--- config.mk ---
export PLATFORM = sky130hd
export DESIGN_NAME = vga_timing_gen
export DESIGN_NICKNAME = d
export VERILOG_FILES = /design/src/rtl/vga_timing_gen.sv
export SDC_FILE = /design/constraint.sdc
export NUM_CORES = 1
export LEC_CHECK = 0
export BUFFER_PORTS_ARGS = -buffer_cell sky130_fd_sc_hd__buf_2
export CAP_MARGIN = 20
export CORE_ASPECT_RATIO = 0.5
export CORE_MARGIN = 2
export CORE_UTILIZATION = 48
export DETAILED_ROUTE_END_ITERATION = 8
export PLACE_DENSITY = 0.75
export SLEW_MARGIN = 20
export SYNTH_ARGS = -nofsm -noshare
export SYNTH_HDL_FRONTEND = slang
export SYNTH_SLANG_ARGS = --single-unit
--- constraint.sdc ---
create_clock -name clk -period 5.5 [get_ports clk]
set_input_delay 0.55 -clock clk [delete_from_list [all_inputs] [get_ports clk]]
set_output_delay 0.55 -clock clk [all_outputs]
set_load 0.02 [all_outputs]
--- src/rtl/vga_timing_gen.sv ---
// vga_timing_gen: parametrised VGA/DVI raster timing generator.
// Produces hsync/vsync/video_on and pixel coordinates for a mode set by
// parameters, advancing one position per cycle with pix_ce=1. A run/stop
// control stops only at the frame boundary. Optional macro
// VGA_FRAME_CNT_EN adds a 16-bit frame counter output (frame_cnt).
module vga_timing_gen #(
  parameter int unsigned H_ACTIVE = 640,
  parameter int unsigned H_FP     = 16,
  parameter int unsigned H_SYNC   = 96,
  parameter int unsigned H_BP     = 48,
  parameter int unsigned V_ACTIVE = 480,
  parameter int unsigned V_FP     = 10,
  parameter int unsigned V_SYNC   = 2,
  parameter int unsigned V_BP     = 33,
  parameter bit          HS_POL   = 1'b0,
  parameter bit          VS_POL   = 1'b0,
  parameter int unsigned CW       = 11
) (
  input  logic          clk,
  input  logic          rst,
  input  logic          pix_ce,
  input  logic          run,
  output logic          hsync,
  output logic          vsync,
  output logic          video_on,
  output logic [CW-1:0] pixel_x,
  output logic [CW-1:0] pixel_y,
  output logic          line_start,
  output logic          frame_start,
  output logic          busy
`ifdef VGA_FRAME_CNT_EN
  ,
  output logic [15:0]   frame_cnt
`endif
);

  localparam int unsigned H_TOTAL = H_ACTIVE + H_FP + H_SYNC + H_BP;
  localparam int unsigned V_TOTAL = V_ACTIVE + V_FP + V_SYNC + V_BP;

  localparam logic [CW-1:0] H_LAST   = CW'(H_TOTAL - 1);
  localparam logic [CW-1:0] V_LAST   = CW'(V_TOTAL - 1);
  localparam logic [CW-1:0] H_ACT_C  = CW'(H_ACTIVE);
  localparam logic [CW-1:0] V_ACT_C  = CW'(V_ACTIVE);
  localparam logic [CW-1:0] HS_START = CW'(H_ACTIVE + H_FP);
  localparam logic [CW-1:0] HS_END   = CW'(H_ACTIVE + H_FP + H_SYNC);
  localparam logic [CW-1:0] VS_START = CW'(V_ACTIVE + V_FP);
  localparam logic [CW-1:0] VS_END   = CW'(V_ACTIVE + V_FP + V_SYNC);

  typedef enum logic {IDLE, RUN} state_t;

  state_t        state;
  state_t        next_state;
  logic [CW-1:0] nx;
  logic [CW-1:0] ny;
  logic          go;

  // Next raster position and state; every output is then registered from
  // this one position so sync, blanking and coordinates never skew.
  always_comb begin
    next_state = state;
    nx         = '0;
    ny         = '0;
    case (state)
      IDLE: begin
        if (run) next_state = RUN;
      end
      RUN: begin
        nx = pixel_x + 1'b1;
        ny = pixel_y;
        if (pixel_x == H_LAST) begin
          nx = '0;
          if (pixel_y == V_LAST) begin
            ny = '0;
            if (!run) next_state = IDLE;
          end else begin
            ny = pixel_y + 1'b1;
          end
        end
      end
    endcase
    go = (next_state == RUN);
  end

  // State and registered outputs; everything holds on cycles without pix_ce.
  always_ff @(posedge clk or posedge rst) begin
    if (rst) begin
      state       <= IDLE;
      hsync       <= ~HS_POL;
      vsync       <= ~VS_POL;
      video_on    <= 1'b0;
      pixel_x     <= '0;
      pixel_y     <= '0;
      line_start  <= 1'b0;
      frame_start <= 1'b0;
      busy        <= 1'b0;
    end else if (pix_ce) begin
      state       <= next_state;
      pixel_x     <= nx;
      pixel_y     <= ny;
      hsync       <= (go && nx >= HS_START && nx < HS_END) ? HS_POL : ~HS_POL;
      vsync       <= (go && ny >= VS_START && ny < VS_END) ? VS_POL : ~VS_POL;
      video_on    <= go && (nx < H_ACT_C) && (ny < V_ACT_C);
      line_start  <= go && (nx == '0);
      frame_start <= go && (nx == '0) && (ny == '0);
      busy        <= go;
    end
  end

`ifdef VGA_FRAME_CNT_EN
  // Counts every arrival at (0,0), both IDLE->RUN entry and frame wrap.
  always_ff @(posedge clk or posedge rst) begin
    if (rst) begin
      frame_cnt <= '0;
    end else if (pix_ce && go && nx == '0 && ny == '0) begin
      frame_cnt <= frame_cnt + 16'd1;
    end
  end
`endif

endmodule
==> results.md, run 1 <==
- Status: complete, no violations
- Hold Crit Class: in -> async
- WP data arrival: 3630 ps
- Die H: 50.4 um
- Root Driver: clkbuf_8
- Initial antenna violation count: 0
- Worst reg2reg path endpoint: vsync
- Detailed Route Iter0 Violations: 189
- Worst Path Required: 5720 ps
- Area Overhead vs Synth: 9.64%
- # H-tree levels: 1
- Setup Skew: 2.76 ps
- Post-Route WL: 5500 um
- Seq/Total Area, Yosys: 0.341
- Tightest hold margin: 326 ps
- Share of cells above drive strength 1: 0.188
- Ys async rst share: 1.00
- Crit Path Class: reg -> reg
- Congestion Overflow GR: 0
- CTS Hold Bufs: 0
- Rows: 16
- DIE AREA: 4870 um2
- Largest family of logic cells by synthesized area: simple AND/OR/NAND/NOR gates
- Ys Warns: 0
- Clk buf depth: 2
- Global Route Usage Sum: 0.237
- Ys flop type: dfrtp_1
- Post-synthesis mux area share: 0.0497
- Worst Path Max Fanout: 13
- Logic pwr share: 0.350
- Mapped Avg Cell Area: 8.06 um2
- Routed via count: 2,061
- Xor and xnor fraction of the mapped netlist area: 0.0255
- Post-Synth Adder-Cell Area: 0.0182
- Simple-Gate Fraction of Synth Area: 0.280
- CTS tree: done
- Total net switching power: 0.000268 W
- Relative slew slack: 0.522
- Sw Share: 0.409
- Worst-margin pin slew: 713 ps
- Most frequent cells in the layout: nand2_1 (40), buf_2 (31), o21ai_0 (26), dfrtp_1 (26), nand3_1 (14)
- Synth cell types: 57
- ANT cells: 0
- Final Critical Period: 3410 ps
- Fin. Hold Viols: 0
- Final #Nets: 280
- Detailed Place HPWL: 3830 um
- Final ANT Viol Nets: 0
- Num ports: 32
- DP Area: 2210 um2
- EDFF count, synth: 0
- Final instance area: 2260 um2
- Num CTS Buffers: 3
- Critical path launch point type: flop
- CTS sink cnt: 28
- Commonest non-fill, non-tap cell in the layout: nand2_1
- Seq cells post-synth: 28
- Clock transition at path regs: 100 ps
- Drc violations: 0
- Compound-Gate Fraction of Synth Area: 0.227
- Die W: 96.7 um
- Power density cells: 290 nW/um2
- Count of final setup violators: 0
- Number of gates resized after CTS: 0
- GPL Wtd Cong: 0.901
- Sequential power share: 0.448
- Leak: 0.928 nW
- Average wire per standard cell: 16.9 um
- Final worst-path cycle share: 0.620
- R2r setup slk: 2090 ps
- RSZ-0062 raised after global routing: no
- Max Cap Viol: 0
- Cells after synthesis: 256
- IO buf count: 31
- Final Core Density: 0.565
- F_max: 293 MHz
- Synthesized Nets: 263
- DR pass1 iterations: 5
- Final TNS setup: 0 ps
- Clock power share: 0.201
- First-pass GRT wire length: 9300 um
- Slew Viols, Final: 0
- Worst reg-to-reg path cell count: 7
- Fillcell total: 368
- Post-CTS Setup Bufs: 0
- Vias per inst: 6.32
- Core ar.: 4000 um2
- Int Pwr: 0.000388 W
- Largest net degree at the start of global routing: 37
- Reg2reg start: pixel_x[0]
- Crit end category: flop
- Vias in the first global route: 1,883
- Synth Cell Area: 2060 um2
- Worst skew pair latency: 280 ps
- Worst vdd ir: 0.205 mV
- Initial Util: 0.515
- Overall Power: 0.000656 W
-- worst max-delay path, stage by stage (launching register included) --
cell,delay [ps]
dfrtp_1,450
ha_1,340
nand4_1,520
or3_1,700
o21ai_1,640
a41o_1,210
o22ai_2,100
o32a_2,390
-- sequential cells by signal, summed over array words and instances, names as in the netlist --
name         flops
hsync            1
line_start       1
state            1
frame_start      1
pixel_x         11
pixel_y         11
vsync            1
video_on         1
-- cells in the mapped netlist, types with 2 or more instances --
library cell	n	area share
o31ai_1	6	0.022
nor3b_1	3	0.011
mux2i_1	2	0.0097
and2_1	2	0.0061
or4_4	2	0.011
nand2_1	40	0.073
o31a_1	2	0.0085
mux2_2	4	0.022
a41oi_1	3	0.013
nor4_1	8	0.024
or3_1	5	0.015
nor2_1	13	0.024
inv_1	11	0.020
nor4b_1	2	0.0085
clkbuf_1	17	0.031
o22ai_1	2	0.0061
o21ai_0	26	0.063
a21o_1	2	0.0073
nor3_1	5	0.012
nand4_1	9	0.027
ha_1	3	0.018
dfrtp_1	26	0.32
xnor2_1	5	0.021
dfstp_2	2	0.025
a31oi_1	3	0.0091
a211oi_1	2	0.0073
and3_1	3	0.0091
or4_1	2	0.0073
a21oi_1	4	0.0097
nand3_1	14	0.034
o41a_1	2	0.011
-- worst max-delay path by stage --
stage,from,end,slack (ps)
2_1_floorplan,pixel_x[0],vsync,2590
3_3_place_gp,pixel_x[0],vsync,2310
3_5_place_dp,pixel_x[0],frame_start,2140
4_1_cts,pixel_x[0],frame_start,2140
5_1_grt,pixel_x[0],frame_start,1850
6_report,pixel_x[0],vsync,2090
-- power by group through the flow --
stage	clock network, W	logic, W	registers (W)
floorplan	0	0.000151	0.000308
global placement	0	0.000224	0.000292
detailed placement	0	0.000228	0.000295
CTS	0.000136	0.000229	0.000291
global route	0.000145	0.000254	0.000301
finish	0.000132	0.000230	0.000294
-- final cells by class --
cell class | instances | area, um2 | area share
clock buffers | 4 | 55.1 | 0.0243
inverters | 11 | 41.3 | 0.0183
multi-input cells | 198 | 1240 | 0.548
flip-flops and latches | 28 | 703 | 0.311
well taps | 54 | 67.6 | 0.0299
repair buffers | 31 | 155 | 0.0686
-- metal layers --
metal / vias up / share of wire / global-route usage
met2: 90 / 0.45 / 0.358
met4: 0 / 0.021 / 0.0915
li1: 992 / - / -
met5: - / 0 / 0
met1: 964 / 0.46 / 0.332
met3: 15 / 0.068 / 0.0557
-- stage by stage --
step,instances,worst slack [ps]
detailed placement,322,2140
CTS,326,2140
finish,326,2090
global route,326,1850
floorplan,256,2590
global placement,322,2310
-- logic make-up after synthesis --
family                   after synthesis
AO/OA/AOI/OAI                         68
XOR/XNOR                               6
buffers and inverters                 30
AND/OR/NAND/NOR                      113
multiplexers                           8
flip-flops                            28
adder cells (fa/ha/maj)                3
Power figures use the tool's default switching activity.
==> inputs of run 2 (changes only) <==
==> constraint.sdc (replaced) <==
create_clock -name clk -period 3.55 [get_ports clk]
set_input_delay 0.355 -clock clk [delete_from_list [all_inputs] [get_ports clk]]
set_output_delay 0.355 -clock clk [all_outputs]
set_load 0.02 [all_outputs]
==> run 2 against run 1 <==
Sequential share of layout area fell by 0.22 points. Sequential power increased by 54%. Combinational power is 54% higher. Critical path type unchanged. Highest routed layer unchanged.
==> results.md, run 2 (synthesis results as in run 1) <==
- Family with the most delay on the worst path: simple AND/OR/NAND/NOR gates
- Biggest registers after layout: pixel_x: 11 flops, pixel_y: 11 flops
- Area Overhead vs Synth: 10.4%
- Die H: 50.4 um (unchanged)
- Worst-margin pin slew: 673 ps (-39.9 ps)
- Final Core Density: 0.569 (+0.00406)
- Hold Crit Class: in -> async
- Detailed Route Iter0 Violations: 251 (+33%)
- Drc violations: 0 (unchanged)
- Root Driver: clkbuf_8
- Final Critical Period: 3040 ps (-367 ps)
- GPL Wtd Cong: 0.915 (+1.6%)
- Largest net degree at the start of global routing: 37 (unchanged)
- Clock transition at path regs: 100 ps (about the same)
- DP Area: 2240 um2 (+1.4%)
- Worst Path Required: 3760 ps (-1960 ps)
- Detailed Place HPWL: 3940 um (+2.8%)
- Setup Skew: 10.4 ps (+7.69 ps)
- WP data arrival: 3250 ps (-380 ps)
- Worst reg-to-reg path cell count: 6 (-1)
- Count of final setup violators: 0 (unchanged)
- Post-CTS Setup Bufs: 0 (unchanged)
- Final ANT Viol Nets: 0 (unchanged)
- DIE AREA: 4870 um2 (unchanged)
- Global Route Usage Sum: 0.236 (-0.000398)
- CTS Hold Bufs: 0 (unchanged)
- Status: complete, no violations
- Post-Route WL: 5600 um (+2.0%)
- Buf+Inv Stages, Crit Path: 0 (unchanged)
- Worst skew pair latency: 270 ps (about the same)
- Cells along the critical path: or4_4, or3_1, or4_4, mux2_4, o22ai_2, o32a_2
- Slew Viols, Final: 0 (unchanged)
- Final #Nets: 284 (+1.4%)
- Leak: 0.940 nW (+1.4%)
- First-pass GRT wire length: 9300 um (unchanged)
- Critical path launch point type: flop
- Worst path depth: 6 (-1)
- Power density cells: 430 nW/um2 (+48%)
- Share of cells above drive strength 1: 0.196 (+0.00886)
- Final TNS setup: 0 ps (unchanged)
- Routed via count: 2,106 (+2.2%)
- Fillcell total: 378 (+2.7%)
- Fin. Hold Viols: 0 (unchanged)
- ANT cells: 0 (unchanged)
- Tightest hold margin: 145 ps (-181 ps)
- CTS tree: done
- CTS sink cnt: 28 (unchanged)
- Num CTS Buffers: 3 (unchanged)
- Crit-path slowest cell: or4_4
- Clk buf depth: 2 (unchanged)
- Rows: 16 (unchanged)
- Multi-input gate area: 1240 um2 (unchanged)
- DR pass1 iterations: 5 (unchanged)
- F_max: 328 MHz (+12%)
- Sequential standard cell area: 703 um2 (unchanged)
- Placement Setup Slack: 540 ps (-1600 ps)
- Core ar.: 4000 um2 (unchanged)
- Vias per inst: 6.40 (+1.3%)
- Die W: 96.7 um (unchanged)
- CP max stage delay: 660 ps (-40 ps)
- Number of gates resized after CTS: 0 (unchanged)
- Initial antenna violation count: 0 (unchanged)
- RSZ-0062 raised after global routing: no
- Crit Path Class: reg -> reg
- Worst vdd ir: 0.319 mV (+56%)
- Crit end category: flop
- Num ports: 32 (unchanged)
- # H-tree levels: 1 (unchanged)
- Vias in the first global route: 1,835 (-2.5%)
- Worst setup margin: 506 ps (-1580 ps)
- Most frequent cells in the layout: nand2_1 (40), buf_2 (31), o21ai_0 (26), dfrtp_1 (26), nand3_1 (14)
- Max Cap Viol: 0 (unchanged)
- Relative slew slack: 0.548 (+0.0263)
- Commonest non-fill, non-tap cell in the layout: nand2_1
- R2r setup slk: 510 ps (-1580 ps)
- Final instance area: 2280 um2 (+0.72%)
- Final worst-path cycle share: 0.858 (+0.237)
- Worst Path Max Fanout: 13 (unchanged)
- CP most frequent cell: or4_4
- Congestion Overflow GR: 0 (unchanged)
- Average wire per standard cell: 17.0 um (+1.0%)
- IO buf count: 31 (unchanged)
- Initial Util: 0.515 (unchanged)
==> run 2: area by class of cell <==
cell class / count / share of cell area
Clock buffer: 3 / 0.0181
Inverter: 11 / 0.0181
Multi-Input combinational cell: 198 / 0.544
Sequential cell: 28 / 0.309
Tap cell: 54 / 0.0297
Timing Repair Buffer: 35 / 0.0813
==> run 2: power breakdown <==
group | internal [W] | leakage, nW | switching (W)
Combinational | 0.000138 | 0.559 | 0.000215
Clock | 0.0000762 | 0.0216 | 0.0000960
Sequential | 0.000364 | 0.360 | 0.0000894
Total | 0.000578 | 0.940 | 0.000401
==> run 2: path summary, 6_finish.rpt <==
check	from	end
hold reg to reg	video_on	video_on
min in group clk	run	state
setup reg to reg	pixel_x[5]	vsync
max in group asynchronous	rst	pixel_x[0]
hold / removal	rst	frame_start
setup / recovery	pixel_x[5]	vsync
==> run 2: worst register-to-register path: cells and delay by family, from the launching register on <==
kind | cells | cell delay (ps)
compound gates | 2 | 450
flops | 1 | 520
mux | 1 | 230
simple gates | 3 | 1780
==> run 2: through the flow <==
stage / total power, W / instances
finish: 0.000979 / 329
global route: 0.00106 / 329
CTS: 0.000981 / 329
detailed placement: 0.000807 / 326
global placement: 0.000799 / 326
floorplan: 0.000711 / 256
==> run 2: routing by layer <==
layer / global-route usage / vias to the layer above / wire, um
met5: 0 / - / 0
met4: 0.0540 / 0 / 94
met3: 0.0446 / 10 / 479
met2: 0.363 / 110 / 2490
met1: 0.347 / 994 / 2540
li1: - / 992 / -
